--- src/rtl/instr_fetch_unit.sv ---
`default_nettype none
// ============================================================================
// Module   : instr_fetch_unit
// Purpose  : PC sequencer and fetch initiator for the program-memory region.
// Revision : 1.0 - initial release
// ============================================================================
module instr_fetch_unit #(
   parameter logic [31:0] PROG_BASE = 32'h0000_31b0,
   parameter logic [31:0] PROG_LAST = 32'h0000_35af,
   parameter int unsigned TIMEOUT   = 8
) (
   input  logic        clk,
   input  logic        rst,
   input  logic        en_i,
   input  logic        stall_i,
   input  logic        branch_valid_i,
   input  logic [31:0] branch_target_i,
   input  logic        cs_p_i,
   input  logic [31:0] mem_data_i,
   input  logic        mem_valid_i,
   output logic [31:0] address_in_o,
   output logic        fetch_req_o,
   output logic [31:0] pc_out_o,
   output logic [31:0] instr_o,
   output logic        instr_valid_o,
   output logic        fault_o
);

   localparam int                 TIMER_W    = $clog2(TIMEOUT + 1);
   localparam logic [TIMER_W-1:0] TIMER_LAST = TIMER_W'(TIMEOUT - 1);

   typedef enum logic [2:0] {
      S_IDLE  = 3'd0,
      S_REQ   = 3'd1,
      S_WAIT  = 3'd2,
      S_HOLD  = 3'd3,
      S_FAULT = 3'd4
   } state_t;

   state_t             state_q, state_d;
   logic [31:0]        pc_q, pc_d;
   logic [31:0]        pc_out_q, pc_out_d;
   logic [31:0]        instr_q, instr_d;
   logic               instr_valid_q, instr_valid_d;
   logic [TIMER_W-1:0] timer_q, timer_d;
   logic [32:0]        w_pc_end;
   logic               w_pc_legal;

   // 33-bit end address so a PC near the top of the space cannot wrap into range.
   assign w_pc_end   = {1'b0, pc_q} + 33'd3;
   assign w_pc_legal = (pc_q >= PROG_BASE) && (w_pc_end <= {1'b0, PROG_LAST})
                       && (pc_q[1:0] == 2'b00);

   always_comb begin
      state_d       = state_q;
      pc_d          = pc_q;
      pc_out_d      = pc_out_q;
      instr_d       = instr_q;
      instr_valid_d = instr_valid_q;
      timer_d       = timer_q;
      fetch_req_o   = 1'b0;
      if (state_q == S_FAULT) begin
         instr_valid_d = 1'b0;
      end else if (branch_valid_i) begin
         pc_d          = branch_target_i;
         instr_valid_d = 1'b0;
         timer_d       = '0;
         state_d       = S_REQ;
      end else begin
         case (state_q)
            S_IDLE: begin
               if (en_i) state_d = S_REQ;
            end
            S_REQ: begin
               timer_d = '0;
               if (!w_pc_legal) begin
                  state_d = S_FAULT;
               end else begin
                  fetch_req_o = 1'b1;
                  state_d     = S_WAIT;
               end
            end
            S_WAIT: begin
               // cs_p reflects the address presented a cycle earlier by the decoder.
               if (!cs_p_i) begin
                  state_d = S_FAULT;
               end else if (mem_valid_i) begin
                  instr_d       = mem_data_i;
                  pc_out_d      = pc_q;
                  instr_valid_d = 1'b1;
                  pc_d          = pc_q + 32'd4;
                  timer_d       = '0;
                  state_d       = S_HOLD;
               end else if (timer_q == TIMER_LAST) begin
                  state_d = S_FAULT;
               end else begin
                  timer_d = timer_q + TIMER_W'(1);
               end
            end
            S_HOLD: begin
               if (!stall_i) begin
                  instr_valid_d = 1'b0;
                  state_d       = en_i ? S_REQ : S_IDLE;
               end
            end
            default: state_d = S_FAULT;
         endcase
      end
   end

   always_ff @(posedge clk or posedge rst) begin
      if (rst) begin
         state_q       <= S_IDLE;
         pc_q          <= PROG_BASE;
         pc_out_q      <= PROG_BASE;
         instr_q       <= '0;
         instr_valid_q <= 1'b0;
         timer_q       <= '0;
      end else begin
         state_q       <= state_d;
         pc_q          <= pc_d;
         pc_out_q      <= pc_out_d;
         instr_q       <= instr_d;
         instr_valid_q <= instr_valid_d;
         timer_q       <= timer_d;
      end
   end

   assign address_in_o  = pc_q;
   assign pc_out_o      = pc_out_q;
   assign instr_o       = instr_q;
   assign instr_valid_o = instr_valid_q;
   assign fault_o       = (state_q == S_FAULT);

endmodule
`default_nettype wire

--- config.mk ---
export PLATFORM = sky130hd
export DESIGN_NAME = instr_fetch_unit
export DESIGN_NICKNAME = d
export VERILOG_FILES = /design/src/rtl/instr_fetch_unit.sv
export SDC_FILE = /design/constraint.sdc
export NUM_CORES = 1
export LEC_CHECK = 0
export CAP_MARGIN = 10
export CELL_PAD_IN_SITES_DETAIL_PLACEMENT = 1
export CELL_PAD_IN_SITES_GLOBAL_PLACEMENT = 1
export CORE_MARGIN = 2
export CORE_UTILIZATION = 25
export DETAILED_ROUTE_END_ITERATION = 10
export HOLD_SLACK_MARGIN = 0.06
export PLACE_DENSITY_LB_ADDON = 0.1
export SKIP_LAST_GASP = 1
export SLEW_MARGIN = 20
export SYNTH_ARGS = -nofsm -noshare
export SYNTH_HDL_FRONTEND = slang
export SYNTH_SLANG_ARGS = --single-unit
--- constraint.sdc ---
create_clock -name clk -period 6.2 [get_ports clk]
set_clock_uncertainty 0.1 [all_clocks]
set_input_delay 1.86 -clock clk [delete_from_list [all_inputs] [get_ports clk]]
set_output_delay 1.86 -clock clk [all_outputs]
set_load 0.05 [all_outputs]
==> results of run 1 <==
## how the worst max path moves through the flow
stage                                start           to
2_1_floorplan  address_in_o[0]$_DFFE_PP0P_  fetch_req_o
3_3_place_gp   address_in_o[0]$_DFFE_PP0P_  fetch_req_o
3_5_place_dp   address_in_o[2]$_DFFE_PP0P_  fetch_req_o
4_1_cts        address_in_o[3]$_DFFE_PP0P_  fetch_req_o
5_1_grt        address_in_o[0]$_DFFE_PP0P_  fetch_req_o
6_report       address_in_o[3]$_DFFE_PP0P_  fetch_req_o
## flip-flops by register name (all words and copies together) (netlist names)
register / cells
instr_valid_o: 1
timer_q: 4
state_q: 3
address_in_o: 32
pc_out_o: 32
instr_o: 32
## worst max-delay path: cells and delay by family, from the launching register on
kind	cells	cell delay, ps
compound gates	1	420
fa+ha+maj	1	330
buf+inv	1	260
flops	1	530
simple gates	6	1860
## power groups by stage
stage	clock, uW	sequential [uW]	combinational (uW)
after CTS	647	1130	1320
after global routing	675	1170	1400
after detailed placement	0	1140	1320
after floorplan	0	1280	747
final	618	1130	1300
after global placement	0	1120	1310
## through the flow
step	power [uW]	instance area, um^2	utilization	cells	hold WS (ps)
6_report	3050	8070	0.344	1069	408
5_1_grt	3250	8070	0.344	1069	431
4_1_cts	3100	8070	0.344	1069	413
3_5_place_dp	2460	7760	0.331	1053	396
3_3_place_gp	2430	7760	0.331	1053	388
2_1_floorplan	2030	5980	-	613	378
## cell usage in the layout, fill, tap and decap left out, types with 4 or more instances in the layout
cell             Yosys  final
clkdlybuf4s50_1      0    167
dfrtp_1             92     92
mux2_2              65     65
o21ai_0             55     54
a21oi_1             42     42
nand2_1             38     38
nor2_1              37     37
nor3_1              22     21
nand3_1             20     20
inv_1               18     17
nor4_1              16     16
nand4_1             15     15
dfstp_2             12     12
buf_4                3     10
clkbuf_16            0      9
o22ai_1              8      8
nor2b_1              6      6
or3_1                6      6
and2_1               6      6
mux2i_1              5      5
o31ai_1              5      5
and3_1               5      5
a22oi_1              5      5
a31oi_1              5      5
ha_1                 5      5
xnor2_1              4      4
xor2_1               4      4
## metal layers
layer,part of all wire,track usage,vias up
li1,-,-,2501
met1,0.45,0.210,2666
met2,0.50,0.277,95
met3,0.037,0.0280,10
met4,0.010,0.0468,0
met5,0,0,-
## logic make-up after synthesis
group	Yosys count
AND/OR/NAND/NOR	197
AO/OA/AOI/OAI	154
flip-flops	104
buffers and inverters	75
multiplexers	70
XOR/XNOR	8
adder cells (fa/ha/maj)	5
## layout make-up
type                       count  area, um^2  share of cell area
clock buffer                   9         225              0.0279
clock inverter                 7        86.3              0.0107
inverter                      18        70.1             0.00868
multi-input combinational    434        2920               0.362
sequential                   104        2620               0.324
tap                          319         399              0.0494
timing repair buffer         178        1750               0.217
==> flow_summary.yaml, run 1 <==
route:
  detail_route.iter0.violations: 205
  postRouteWirelength_um: 19800
  detail_route.vias_per_cell: 4.93
  number_of_nets_with_antenna_violations_after_detailed_routing: 0
  detailroute.via_count: 5272
  drt_pre_antenna_iters: 4
  drc: 0
  routed_wire_length_per_instance_um: 18.6
worst_setup_path:
  worst-r2r-setup-slack_ps: 2750
  setup.worst_path.end_class: "output pin"
  worst-endpoint-arrival_ps: 3770
  worst-path-max-fanout: 9
  cp_data_required_time_ps: 4240
  critical_path.reg2reg.endpoint: "state_q[1]$_DFFE_PP0P_"
  critical-path-slowest-cell: "or4_4"
  worstRegToRegCells: 9
  worst_path_class_setup: "flop to output pin"
  cp_slowest_stage_delay_ps: 590
  start_kind: "flop"
  timing.critical_path.cells: "ha_1 -> and4b_1 -> nand3_1 -> o31a_2 -> nor4_1 -> nand4_1 -> or4_4 -> nor4_4 -> buf_4"
  r2r_start: "address_in_o[3]$_DFFE_PP0P_"
pwr:
  intPower_uw: 1590
  peakVddDrop_mv: 0.172
  switchingPower_uw: 1460
  proportion_of_power_drawn_by_flip_flops_and_latches: 0.370
  switching_share: 0.478
  p_leak_uw: 0.00320
  power_density_nw_per_um2: 377
  power.clock.fraction: 0.203
  power.combinational.fraction: 0.427
clock_tree:
  clockBufferDepth: 2
  post_cts_hold_buffer_count: 0
  tritoncts: "done"
  cts_root_buffer: "clkbuf_16"
  cts.sink_count: 104
  cts_resized: 0
  path_clk_slew_ps: 80
  postCtsSetupBuffers: 0
  clock_latency_ps: 360
  h_tree_level_count: 3
  cts_inserted_buffers: 9
synth:
  fraction_of_the_mapped_netlist_area_in_compound_gates: 0.157
  synth_enable_flop_cells: 0
  yosysTopAreaCell: "dfrtp_1"
  post_synth_mux_area_share: 0.131
  yosys.area_share.simple: 0.178
  post_synth_adder_cell_area: 0.0105
  synth_ff_type: "dfrtp_1"
  synth_async_sr_flop_share: 1.00
  ys_top_cells_by_count: "dfrtp_1 (92), mux2_2 (65), o21ai_0 (55)"
  synth.most_common_cell: "dfrtp_1"
  synth-seq-cells: 104
  synth_top_family_by_area: "simple AND/OR/NAND/NOR gates"
  post_synth_main_area_contributors: "dfrtp_1 (39%), mux2_2 (12%), dfstp_2 (5.3%)"
  synth_seq_area_share: 0.438
  synth.yosys.warnings: 0
  post_synth_num_cell_types: 70
  netlist_instances: 613
  synth_xor_xnor_area_share: 0.0117
  mappedNetlistNets: 689
  netlist.area_leader.share: 0.385
  mappedNetlistArea_um2: 5980
  synth.avg_cell_area_um2: 9.75
die:
  fp.dieW_um: 159
  boundary_pin_count: 170
  num_rows: 56
  design.die.area_um2: 25200
  start_util: 0.255
  placeableCoreArea_um2: 23500
  die_height_um: 159
placed_design:
  dp_worst_setup_slack_ps: 866
  post-dp-hpwl_um: 14600
  routabilityCongestion: 0.823
  portBuffers: 169
timing:
  report.final.setup_viol: 0
  post-route-period-util: 0.925
  worstMarginPinSlew_ps: 915
  timing_max_transition_violations_final: 0
  fmaxAchievable_ghz: 0.174
  timing.final.crit_period_ps: 5730
  timing.slew.headroom: 0.390
  rsz0062_at_grt: "false"
  finalSetupTns_ps: 0
  timing_hold_violations_final: 0
  worst_slack_ps: 465
global_routing:
  total_gr_overflow: 0
  via_count_of_the_first_global_routing_pass: 5669
  grt_use_total: 0.162
  grt_first_pass_wirelength_um: 31700
  grt_start_max_net_pins: 74
  grt_antenna_before_repair: 0
cells_and_area:
  post_route_cells_drive_above_1_share: 0.167
  num_antenna_cells: 0
  flow.area_growth_from_synthesis_pct: 35.1
  fillCellCount: 2678
  nets: 821
worst_hold_path:
  holdCritPathClass: "flop to flop"
  holdCritStartpoint: "instr_o[4]$_DFFE_PP0P_"
  holdPathEnd: "instr_o[4]$_DFFE_PP0P_"
  hold_crit_depth: 1
run_status:
  status: "finished clean"
job:
  max_cap_violations: 0
Note: power is estimated with default switching activity, not from simulation.
==> inputs of run 2 (changes only) <==
Settings changed: PLACE_DENSITY set to 0.59, PLACE_DENSITY_LB_ADDON 0.1 to unset.
==> flow_summary.yaml, run 2 (synthesized netlist as in run 1, its figures left out) <==
run_status:
  status: "finished clean"
route:
  detail_route.iter0.violations: 198
  route.met3.wl_um: 794
  met2_wirelength_um: 9930
  drt-met1-wl_um: 9040
  drt_pre_antenna_iters: 4
  postRouteWirelength_um: 20100
  number_of_nets_with_antenna_violations_after_detailed_routing: 0
  drc: 0
  routed_wire_length_per_instance_um: 18.9
  detail_route.vias_per_cell: 5.00
  top_layer_used: "met4"
  detailroute.via_count: 5331
worst_setup_path:
  cp_data_required_time_ps: 4240
  critical_path.reg2reg.endpoint: "state_q[1]$_DFFE_PP0P_"
  worst-r2r-setup-slack_ps: 2750
  setup.worst_path.end_class: "output pin"
  crit_end: "fetch_req_o"
  start_kind: "flop"
  worst_path_class_setup: "flop to output pin"
  r2r_start: "address_in_o[0]$_DFFE_PP0P_"
  worstRegToRegCells: 10
  worst-endpoint-arrival_ps: 3770
  worst_setup_path_startpoint: "address_in_o[0]$_DFFE_PP0P_"
  worst-path-max-fanout: 7
die:
  die_height_um: 159
  num_rows: 56
  design.die.area_um2: 25200
  fp.dieW_um: 159
  start_util: 0.255
  boundary_pin_count: 170
  placeableCoreArea_um2: 23500
pwr:
  power_density_nw_per_um2: 381
  peakVddDrop_mv: 0.145
  p_leak_uw: 0.00319
  total_power_uw: 3080
timing:
  fmaxAchievable_ghz: 0.175
  report.final.setup_viol: 0
  worstMarginPinSlew_ps: 898
  post-route-period-util: 0.924
  finalSetupTns_ps: 0
  timing_max_transition_violations_final: 0
  rsz0062_at_grt: "false"
  timing.final.crit_period_ps: 5730
  timing_hold_violations_final: 0
  timing.slew.headroom: 0.401
clock_tree:
  h_tree_level_count: 3
  cts_resized: 0
  post_cts_hold_buffer_count: 0
  cts.sink_count: 104
  tritoncts: "done"
  clock_latency_ps: 360
  path_clk_slew_ps: 80
  cts_root_buffer: "clkbuf_16"
  postCtsSetupBuffers: 0
  clockBufferDepth: 2
  cts_inserted_buffers: 9
cells_and_area:
  nets: 819
  layout_commonest_cell: "clkdlybuf4s50_1"
  post_route_cells_drive_above_1_share: 0.164
  num_antenna_cells: 0
  flow.area_growth_from_synthesis_pct: 35.2
  final_cell_mix: "clkdlybuf4s50_1 (167), dfrtp_1 (92), mux2_2 (65)"
  layout.cell_area.non_filler_um2: 8080
  final_util: 0.344
worst_hold_path:
  holdCritPathClass: "flop to flop"
  hold_crit_depth: 1
placed_design:
  post-dp-hpwl_um: 14700
  routabilityCongestion: 0.831
  portBuffers: 169
  place_area_um2: 7750
global_routing:
  grt_antenna_before_repair: 0
  via_count_of_the_first_global_routing_pass: 5693
  grt_first_pass_wirelength_um: 31700
  grt_start_max_net_pins: 74
  grt_use_total: 0.162
  total_gr_overflow: 0
job:
  max_cap_violations: 0
==> run 2: cell types whose count changed in the layout (fill, tap and decap cells not counted), sizes merged <==
| cell | before | now |
|---|---|---|
| buf | 11 | 9 |
| inv | 22 | 20 |
| bufinv | 1 | 2 |
| clkinvlp | 1 | 2 |
==> run 2: worst max-delay path: stages (launching register included) <==
cell     delay, ps
dfrtp_1        480
inv_1          100
ha_1           260
and4b_1        390
nand3_1        260
o31a_2         410
nor4_1         250
nand4_1        170
or4_4          580
nor4_4         230
buf_4          260
==> run 2: area by class of cell <==
class | instances | area, um^2
fillers | 2668 | 15400
multi-input cells | 434 | 2930
flip-flops and latches | 104 | 2620
repair buffers | 176 | 1740
well taps | 319 | 399
clock buffers | 9 | 225
clock inverters | 7 | 104
inverters | 18 | 70.1
==> run 2: report_power, final <==
group	leakage, uW	internal (uW)	total (uW)	switching [uW]
clock	0.000154	359	641	282
combinational	0.00170	461	1310	847
sequential	0.00134	803	1130	329
==> run 2: how the worst min path moves through the flow <==
stage / from / to / slack [ps]
after global placement: instr_o[31]$_DFFE_PP0P_ / instr_o[31]$_DFFE_PP0P_ / 390
after CTS: pc_out_o[30]$_DFFE_PP0P_ / pc_out_o[30]$_DFFE_PP0P_ / 410
after floorplan: timer_q[0]$_DFFE_PP0P_ / timer_q[0]$_DFFE_PP0P_ / 380
after global routing: instr_o[2]$_DFFE_PP0P_ / instr_o[2]$_DFFE_PP0P_ / 420
after detailed placement: pc_out_o[30]$_DFFE_PP0P_ / pc_out_o[30]$_DFFE_PP0P_ / 400
final: pc_out_o[30]$_DFFE_PP0P_ / pc_out_o[30]$_DFFE_PP0P_ / 410
==> run 2: stage by stage <==
stage	setup slack [ps]	instances	hold WS, ps
after floorplan	748	613	378
after global placement	946	1051	388
after detailed placement	894	1051	396
after CTS	461	1067	413
after global routing	276	1067	420
final	470	1067	409
==> run 2: layer usage <==
layer,vias up,track usage
li1,2494,-
met1,2707,0.204
met2,110,0.279
met3,20,0.0289
met4,0,0.0588
met5,-,0
==> inputs of run 3 (changes only) <==
Settings changed: SETUP_SLACK_MARGIN set to 0.2.
==> results of run 3 <==
Same layout as run 2: the final DEF is identical, and so are final timing and power.
